--- config.mk ---
export PLATFORM = sky130hd
export DESIGN_NAME = rgb_pwm_flat
export DESIGN_NICKNAME = d
export VERILOG_FILES = /design/src/rtl/rgb_pwm_pkg.sv /design/src/rtl/rgb_pwm_if.sv /design/src/rtl/rgb_pwm_channel.sv /design/src/rtl/rgb_pwm.sv /design/src/flat_wrapper.sv
export SDC_FILE = /design/constraint.sdc
export NUM_CORES = 1
export LEC_CHECK = 0
export CORE_UTILIZATION = 50
export CTS_CLUSTER_SIZE = 14
export DETAILED_ROUTE_END_ITERATION = 8
export PLACE_DENSITY = 0.75
export SLEW_MARGIN = 10
export SYNTH_ARGS = -nofsm -noshare
export SYNTH_HDL_FRONTEND = slang
export SYNTH_SLANG_ARGS = --single-unit
--- constraint.sdc ---
create_clock -name clock -period 1.5 [get_ports clock]
set_input_delay 0.3 -clock clock [delete_from_list [all_inputs] [get_ports clock]]
set_output_delay 0.3 -clock clock [all_outputs]
set_load 0.02 [all_outputs]
--- src/rtl/rgb_pwm_pkg.sv ---
// rgb_pkg: shared types and helpers for the rgb_pwm block.
//   duty_t      - one channel duty value at the default width
//   rgb_duty_t  - bundled r/g/b duty values
//   pmax()      - last phase value of a period for a given duty width
package rgb_pkg;

   localparam int unsigned DEFAULT_DUTY_WIDTH = 4;

   typedef logic [DEFAULT_DUTY_WIDTH-1:0] duty_t;

   typedef struct packed {
      duty_t r;
      duty_t g;
      duty_t b;
   } rgb_duty_t;

   // Period is 2^w - 1 ticks, so the phase runs 0 .. 2^w - 2 and a duty of
   // all-ones stays on for the whole period.
   function automatic int unsigned pmax(input int unsigned w);
      return (32'd1 << w) - 32'd2;
   endfunction

endpackage

--- src/rtl/rgb_pwm_if.sv ---
// rgb_pwm_if: control and output bundle of the RGB PWM generator.
//   clock_enable       - prescaler tick, phase advances only on ticks
//   enable             - 0 forces LEDs off and holds phase at 0
//   duty_r/g/b         - per-channel duty in ticks per period
//   led_r/g/b          - registered PWM outputs
//   period_start       - one-clock pulse at the start of each period
// master: the controller driving duties; slave: the PWM generator.
interface rgb_pwm_if #(
   parameter int unsigned DUTY_WIDTH = 4
);
   logic                  clock_enable;
   logic                  enable;
   logic [DUTY_WIDTH-1:0] duty_r;
   logic [DUTY_WIDTH-1:0] duty_g;
   logic [DUTY_WIDTH-1:0] duty_b;
   logic                  led_r;
   logic                  led_g;
   logic                  led_b;
   logic                  period_start;

   modport master (
      output clock_enable, enable, duty_r, duty_g, duty_b,
      input  led_r, led_g, led_b, period_start
   );

   modport slave (
      input  clock_enable, enable, duty_r, duty_g, duty_b,
      output led_r, led_g, led_b, period_start
   );
endinterface

--- src/rtl/rgb_pwm_channel.sv ---
// pwm_channel: one PWM channel of rgb_pwm.
//   clock, reset - system clock, synchronous active-high reset
//   load         - shadow register load strobe (period boundary or disabled)
//   enable       - 0 drives the output to the off level
//   duty         - requested duty, captured into the shadow on load
//   phase        - shared phase counter from rgb_pwm
//   led          - registered output, inverted when ACTIVE_LOW=1
module pwm_channel #(
   parameter int unsigned DUTY_WIDTH = 4,
   parameter bit          ACTIVE_LOW = 1'b0
) (
   input  logic                  clock,
   input  logic                  reset,
   input  logic                  load,
   input  logic                  enable,
   input  logic [DUTY_WIDTH-1:0] duty,
   input  logic [DUTY_WIDTH-1:0] phase,
   output logic                  led
);

   logic [DUTY_WIDTH-1:0] shadow;
   logic                  on;

   always_comb begin
      on = (phase < shadow);
   end

   always_ff @(posedge clock) begin
      if (reset) begin
         shadow <= '0;
         led    <= ACTIVE_LOW;
      end else begin
         if (load) begin
            shadow <= duty;
         end
         led <= (enable & on) ^ ACTIVE_LOW;
      end
   end

endmodule

--- src/rtl/rgb_pwm.sv ---
// rgb_pwm: three-channel PWM generator for an RGB LED.
//   clock, reset - system clock, synchronous active-high reset
//   bus (slave)  - clock_enable, enable, duty_r/g/b in;
//                  led_r/g/b, period_start out
// Owns the shared phase counter and period_start; each colour is a
// pwm_channel with its own double-buffered duty.
module rgb_pwm
   import rgb_pkg::*;
#(
   parameter int unsigned DUTY_WIDTH = 4,
   parameter bit          ACTIVE_LOW = 1'b0
) (
   input  logic     clock,
   input  logic     reset,
   rgb_pwm_if.slave bus
);

   localparam logic [DUTY_WIDTH-1:0] PMAX = DUTY_WIDTH'(pmax(DUTY_WIDTH));

   logic [DUTY_WIDTH-1:0] phase;
   logic                  wrap;
   logic                  load;
   logic                  wrap_q;
   logic                  period_start_q;
   logic                  led_r;
   logic                  led_g;
   logic                  led_b;

   always_comb begin
      wrap = bus.enable & bus.clock_enable & (phase == PMAX);
      // While disabled the shadows track the inputs so re-enable starts
      // with the current duties.
      load = ~bus.enable | wrap;
   end

   always_ff @(posedge clock) begin
      if (reset) begin
         phase          <= '0;
         wrap_q         <= 1'b0;
         period_start_q <= 1'b0;
      end else begin
         if (!bus.enable) begin
            phase <= '0;
         end else if (bus.clock_enable) begin
            phase <= (phase == PMAX) ? '0 : phase + DUTY_WIDTH'(1);
         end
         wrap_q <= wrap;
         // Delayed one extra clock so the pulse lines up with the first
         // LED update computed from phase 0.
         period_start_q <= bus.enable & wrap_q;
      end
   end

   pwm_channel #(.DUTY_WIDTH(DUTY_WIDTH), .ACTIVE_LOW(ACTIVE_LOW)) u_red (
      .clock  (clock),
      .reset  (reset),
      .load   (load),
      .enable (bus.enable),
      .duty   (bus.duty_r),
      .phase  (phase),
      .led    (led_r)
   );

   pwm_channel #(.DUTY_WIDTH(DUTY_WIDTH), .ACTIVE_LOW(ACTIVE_LOW)) u_green (
      .clock  (clock),
      .reset  (reset),
      .load   (load),
      .enable (bus.enable),
      .duty   (bus.duty_g),
      .phase  (phase),
      .led    (led_g)
   );

   pwm_channel #(.DUTY_WIDTH(DUTY_WIDTH), .ACTIVE_LOW(ACTIVE_LOW)) u_blue (
      .clock  (clock),
      .reset  (reset),
      .load   (load),
      .enable (bus.enable),
      .duty   (bus.duty_b),
      .phase  (phase),
      .led    (led_b)
   );

   assign bus.led_r        = led_r;
   assign bus.led_g        = led_g;
   assign bus.led_b        = led_b;
   assign bus.period_start = period_start_q;

endmodule

--- src/flat_wrapper.sv ---
// flat-port wrapper written by rule: the top's interface ports become plain ports
module rgb_pwm_flat import rgb_pkg::*;
#(
   parameter int unsigned DUTY_WIDTH = 4,
   parameter bit          ACTIVE_LOW = 1'b0
)
  (clock, reset, bus_clock_enable, bus_enable, bus_duty_r, bus_duty_g, bus_duty_b, bus_led_r, bus_led_g, bus_led_b, bus_period_start);
  rgb_pwm_if #(.DUTY_WIDTH(DUTY_WIDTH)) bus_i ();
  input  logic clock;
  input  logic reset;
  input wire logic [$bits(bus_i.clock_enable)-1:0] bus_clock_enable;
  input wire logic [$bits(bus_i.enable)-1:0] bus_enable;
  input wire logic [$bits(bus_i.duty_r)-1:0] bus_duty_r;
  input wire logic [$bits(bus_i.duty_g)-1:0] bus_duty_g;
  input wire logic [$bits(bus_i.duty_b)-1:0] bus_duty_b;
  output wire logic [$bits(bus_i.led_r)-1:0] bus_led_r;
  output wire logic [$bits(bus_i.led_g)-1:0] bus_led_g;
  output wire logic [$bits(bus_i.led_b)-1:0] bus_led_b;
  output wire logic [$bits(bus_i.period_start)-1:0] bus_period_start;
  assign bus_i.clock_enable = bus_clock_enable;
  assign bus_i.enable = bus_enable;
  assign bus_i.duty_r = bus_duty_r;
  assign bus_i.duty_g = bus_duty_g;
  assign bus_i.duty_b = bus_duty_b;
  assign bus_led_r = bus_i.led_r;
  assign bus_led_g = bus_i.led_g;
  assign bus_led_b = bus_i.led_b;
  assign bus_period_start = bus_i.period_start;
  rgb_pwm #(.DUTY_WIDTH(DUTY_WIDTH), .ACTIVE_LOW(ACTIVE_LOW)) u_core (.clock(clock), .reset(reset), .bus(bus_i));
endmodule
==> metrics <==
status=completed; share of layout cells above drive strength 1=10.3%; RSZ-0062 raised after global routing=false; Peak supply drop=515 uV; net switching power=0.309 mW; Synthesized Nets=185; worst-skew pair later-pin latency=0.30 ns; YS warnings=0; Reg clk slew, reported paths=0.12 ns; Die H=53.8 um; Vias per Instance=5.79; Synth Register Bits=21; setup violators final=0; Core Area=0.00250 mm2; global-route wire length before repair=4640 um; synthesized area per cell=8.38 um2; worst-case reg-to-reg path depth=3; distinct cell type count of the synthesized netlist=25; die area=0.00289 mm2; pre-CTS setup slack=-0.235 ns; initial antenna violation count=0; Area growth, synth to finish=24.4%; pwr dens=682 mW/mm2; count of final hold-check violations=0; Crit Path Category=input pin to flip-flop; Switching Fraction=27.1%; Worst Setup SP=bus_clock_enable; Mapped Cells=160; Mapped Area=0.00134 mm2; fin nets=211; Worst Path Required=1.75 ns; input/output buffers=19; CTS Root Buffer Type=clkbuf_4; Initial Util=53.6%; slew margin rel.=81.1%; Final Slew Violations=0; vias=1245; Critical R2R Launch=u_core.phase[3]$_SDFFE_PP0P_; utilization after layout=66.7%; TritonCTS Sinks=21; CP endpoint kind=flip-flop; Highest Clock Rate=0.712 GHz; Tcrit/Tclk final=93.7%; post-synthesis sequential area ratio=31.4%; share of flip-flops with an asynchronous set or reset=0%; GR Overflow Total=0; Setup crit end=u_core.u_red.shadow[3]$_SDFFE_PP0P_; CTS H-tree lvls=1; placed wire-length estimate=1980 um; worst-margin pin slew=0.283 ns; predominant post-synthesis flop cell=dfxtp_1; Combinational Power Share=21.8%; most frequent cells in the layout=nand3_1, dfxtp_1, clkdlybuf4s50_1; final cell count without fillers=215; Critical Path Fanout Max=24; Post-synth EDFFs=0; TritonCTS Buffers=3; Starting DRT DRC Count=16; Die W=53.8 um; WP data arrival=1.66 ns; Total Power=1.14 mW; worst flop-to-flop path endpoint=u_core.u_red.shadow[3]$_SDFFE_PP0P_; WL final=2790 um; fin crit period=1.41 ns; Clock Path Buffers=2; CTS tree=built; FP Rows=18; I/O Pins=20; largest net degree at the start of global routing=33; setup repair bufs after CTS=0; Max Cap Viol=0; power share of the clock group=24.9%; DRT antenna net count=0; Hold Path Class=flip-flop to flip-flop; routability cong.=0.775; commonest non-fill, non-tap cell in the layout=nand3_1; Seq pwr share=53.2%; vias in the first global route=1090; Int Pwr=0.829 mW; Pre-antenna DRT Iters=4; Max Clock Skew=0.00458 ns; drt drc=0; slack of the worst reg-to-reg path=0.14 ns; Leakage Power=0.661 nW; ant diodes=0; drt wl/cell=13.0 um; GRT Overall Usage=21.8%; crit start category=input pin; dpl cells=211; final setup margin=0.0949 ns
[cell type report]
cell class / count / area (um2)
Sequential cell: 21 / 420
Tap cell: 30 / 37.5
Multi-Input combinational cell: 116 / 813
Inverter: 11 / 41.3
Clock buffer: 4 / 26.3
Timing Repair Buffer: 33 / 328
Fill cell: 224 / 833
[routing by layer]
metal	up-vias	share of wire [%]	GRT usage [%]	wire length, um
met5	-	0	0	0
met4	0	0.68	5.26	19
met3	2	3.4	2.54	94
met2	28	49	39.5	1360
met1	577	47	27.0	1310
li1	638	-	-	-
[kinds of logic after synthesis]
kind of cell | Yosys count | share of synthesized area [%]
AO/OA/AOI/OAI | 28 | 13.0
adder cells (fa/ha/maj) | 9 | 8.40
buffers and inverters | 23 | 7.94
flip-flops | 21 | 31.4
AND/OR/NAND/NOR | 79 | 39.3
[power by group through the flow]
stage / Sequential, mW / Clock (mW) / Combinational [mW]
CTS: 0.606 / 0.288 / 0.249
floorplan: 0.623 / 0 / 0.136
global route: 0.609 / 0.311 / 0.275
finish: 0.605 / 0.284 / 0.248
global placement: 0.617 / 0 / 0.243
detailed placement: 0.618 / 0 / 0.252
[through the flow]
stage	area [um2]	hold WS [ns]	TNS, ns
after CTS	1670	0.422	0
after global routing	1670	0.435	0
after global placement	1650	0.395	-2.21
after detailed placement	1650	0.405	-2.64
final	1670	0.419	0
after floorplan	1340	0.394	0
[registers in the layout (all words and copies together) (netlist names)]
signal / count
u_core.u_blue.led: 1
u_core.u_green.led: 1
u_core.u_red.shadow: 4
u_core.u_green.shadow: 4
u_core.wrap_q: 1
u_core.u_blue.shadow: 4
u_core.phase: 4
u_core.u_red.led: 1
u_core.bus.period_start: 1
[worst min path at each step]
stage	startpoint	to	cells past startpoint
after floorplan	u_core.wrap_q$_SDFF_PP0_	u_core.bus.period_start$_SDFF_PP0_	2
after global placement	u_core.wrap_q$_SDFF_PP0_	u_core.bus.period_start$_SDFF_PP0_	2
after detailed placement	u_core.wrap_q$_SDFF_PP0_	u_core.bus.period_start$_SDFF_PP0_	2
after CTS	u_core.wrap_q$_SDFF_PP0_	u_core.bus.period_start$_SDFF_PP0_	2
after global routing	u_core.wrap_q$_SDFF_PP0_	u_core.bus.period_start$_SDFF_PP0_	2
final	u_core.wrap_q$_SDFF_PP0_	u_core.bus.period_start$_SDFF_PP0_	2
[cell usage after synthesis (2+ instances only)]
cell	n	area, um2
a211oi_1	3	22.5
a21oi_1	4	20.0
a31oi_1	12	75.1
buf_2	4	20.0
buf_6	2	22.5
clkbuf_1	6	22.5
dfxtp_1	21	420
ha_1	9	113
inv_1	11	41.3
nand2_1	2	7.51
nand2b_1	4	25.0
nand3_1	25	125
nand3b_1	2	15.0
nor2_1	5	18.8
nor2b_1	12	75.1
nor3b_1	12	90.1
o21a_1	3	22.5
o21ai_0	5	25.0
or4b_1	12	120
[critical path, stage by stage]
cell and delay (ns):
clkdlybuf4s50_1 0.53, nand2b_4 0.18, or4b_1 0.55, nand3_1 0.10
[timing repair]
| action | in CTS | in global routing |
|---|---|---|
| hold buffers | 0 | 0 |
| endpoints found under the setup margin | 4 | 0 |
| gates resized for setup | 4 | 0 |
(Power assumes the default switching activity.)
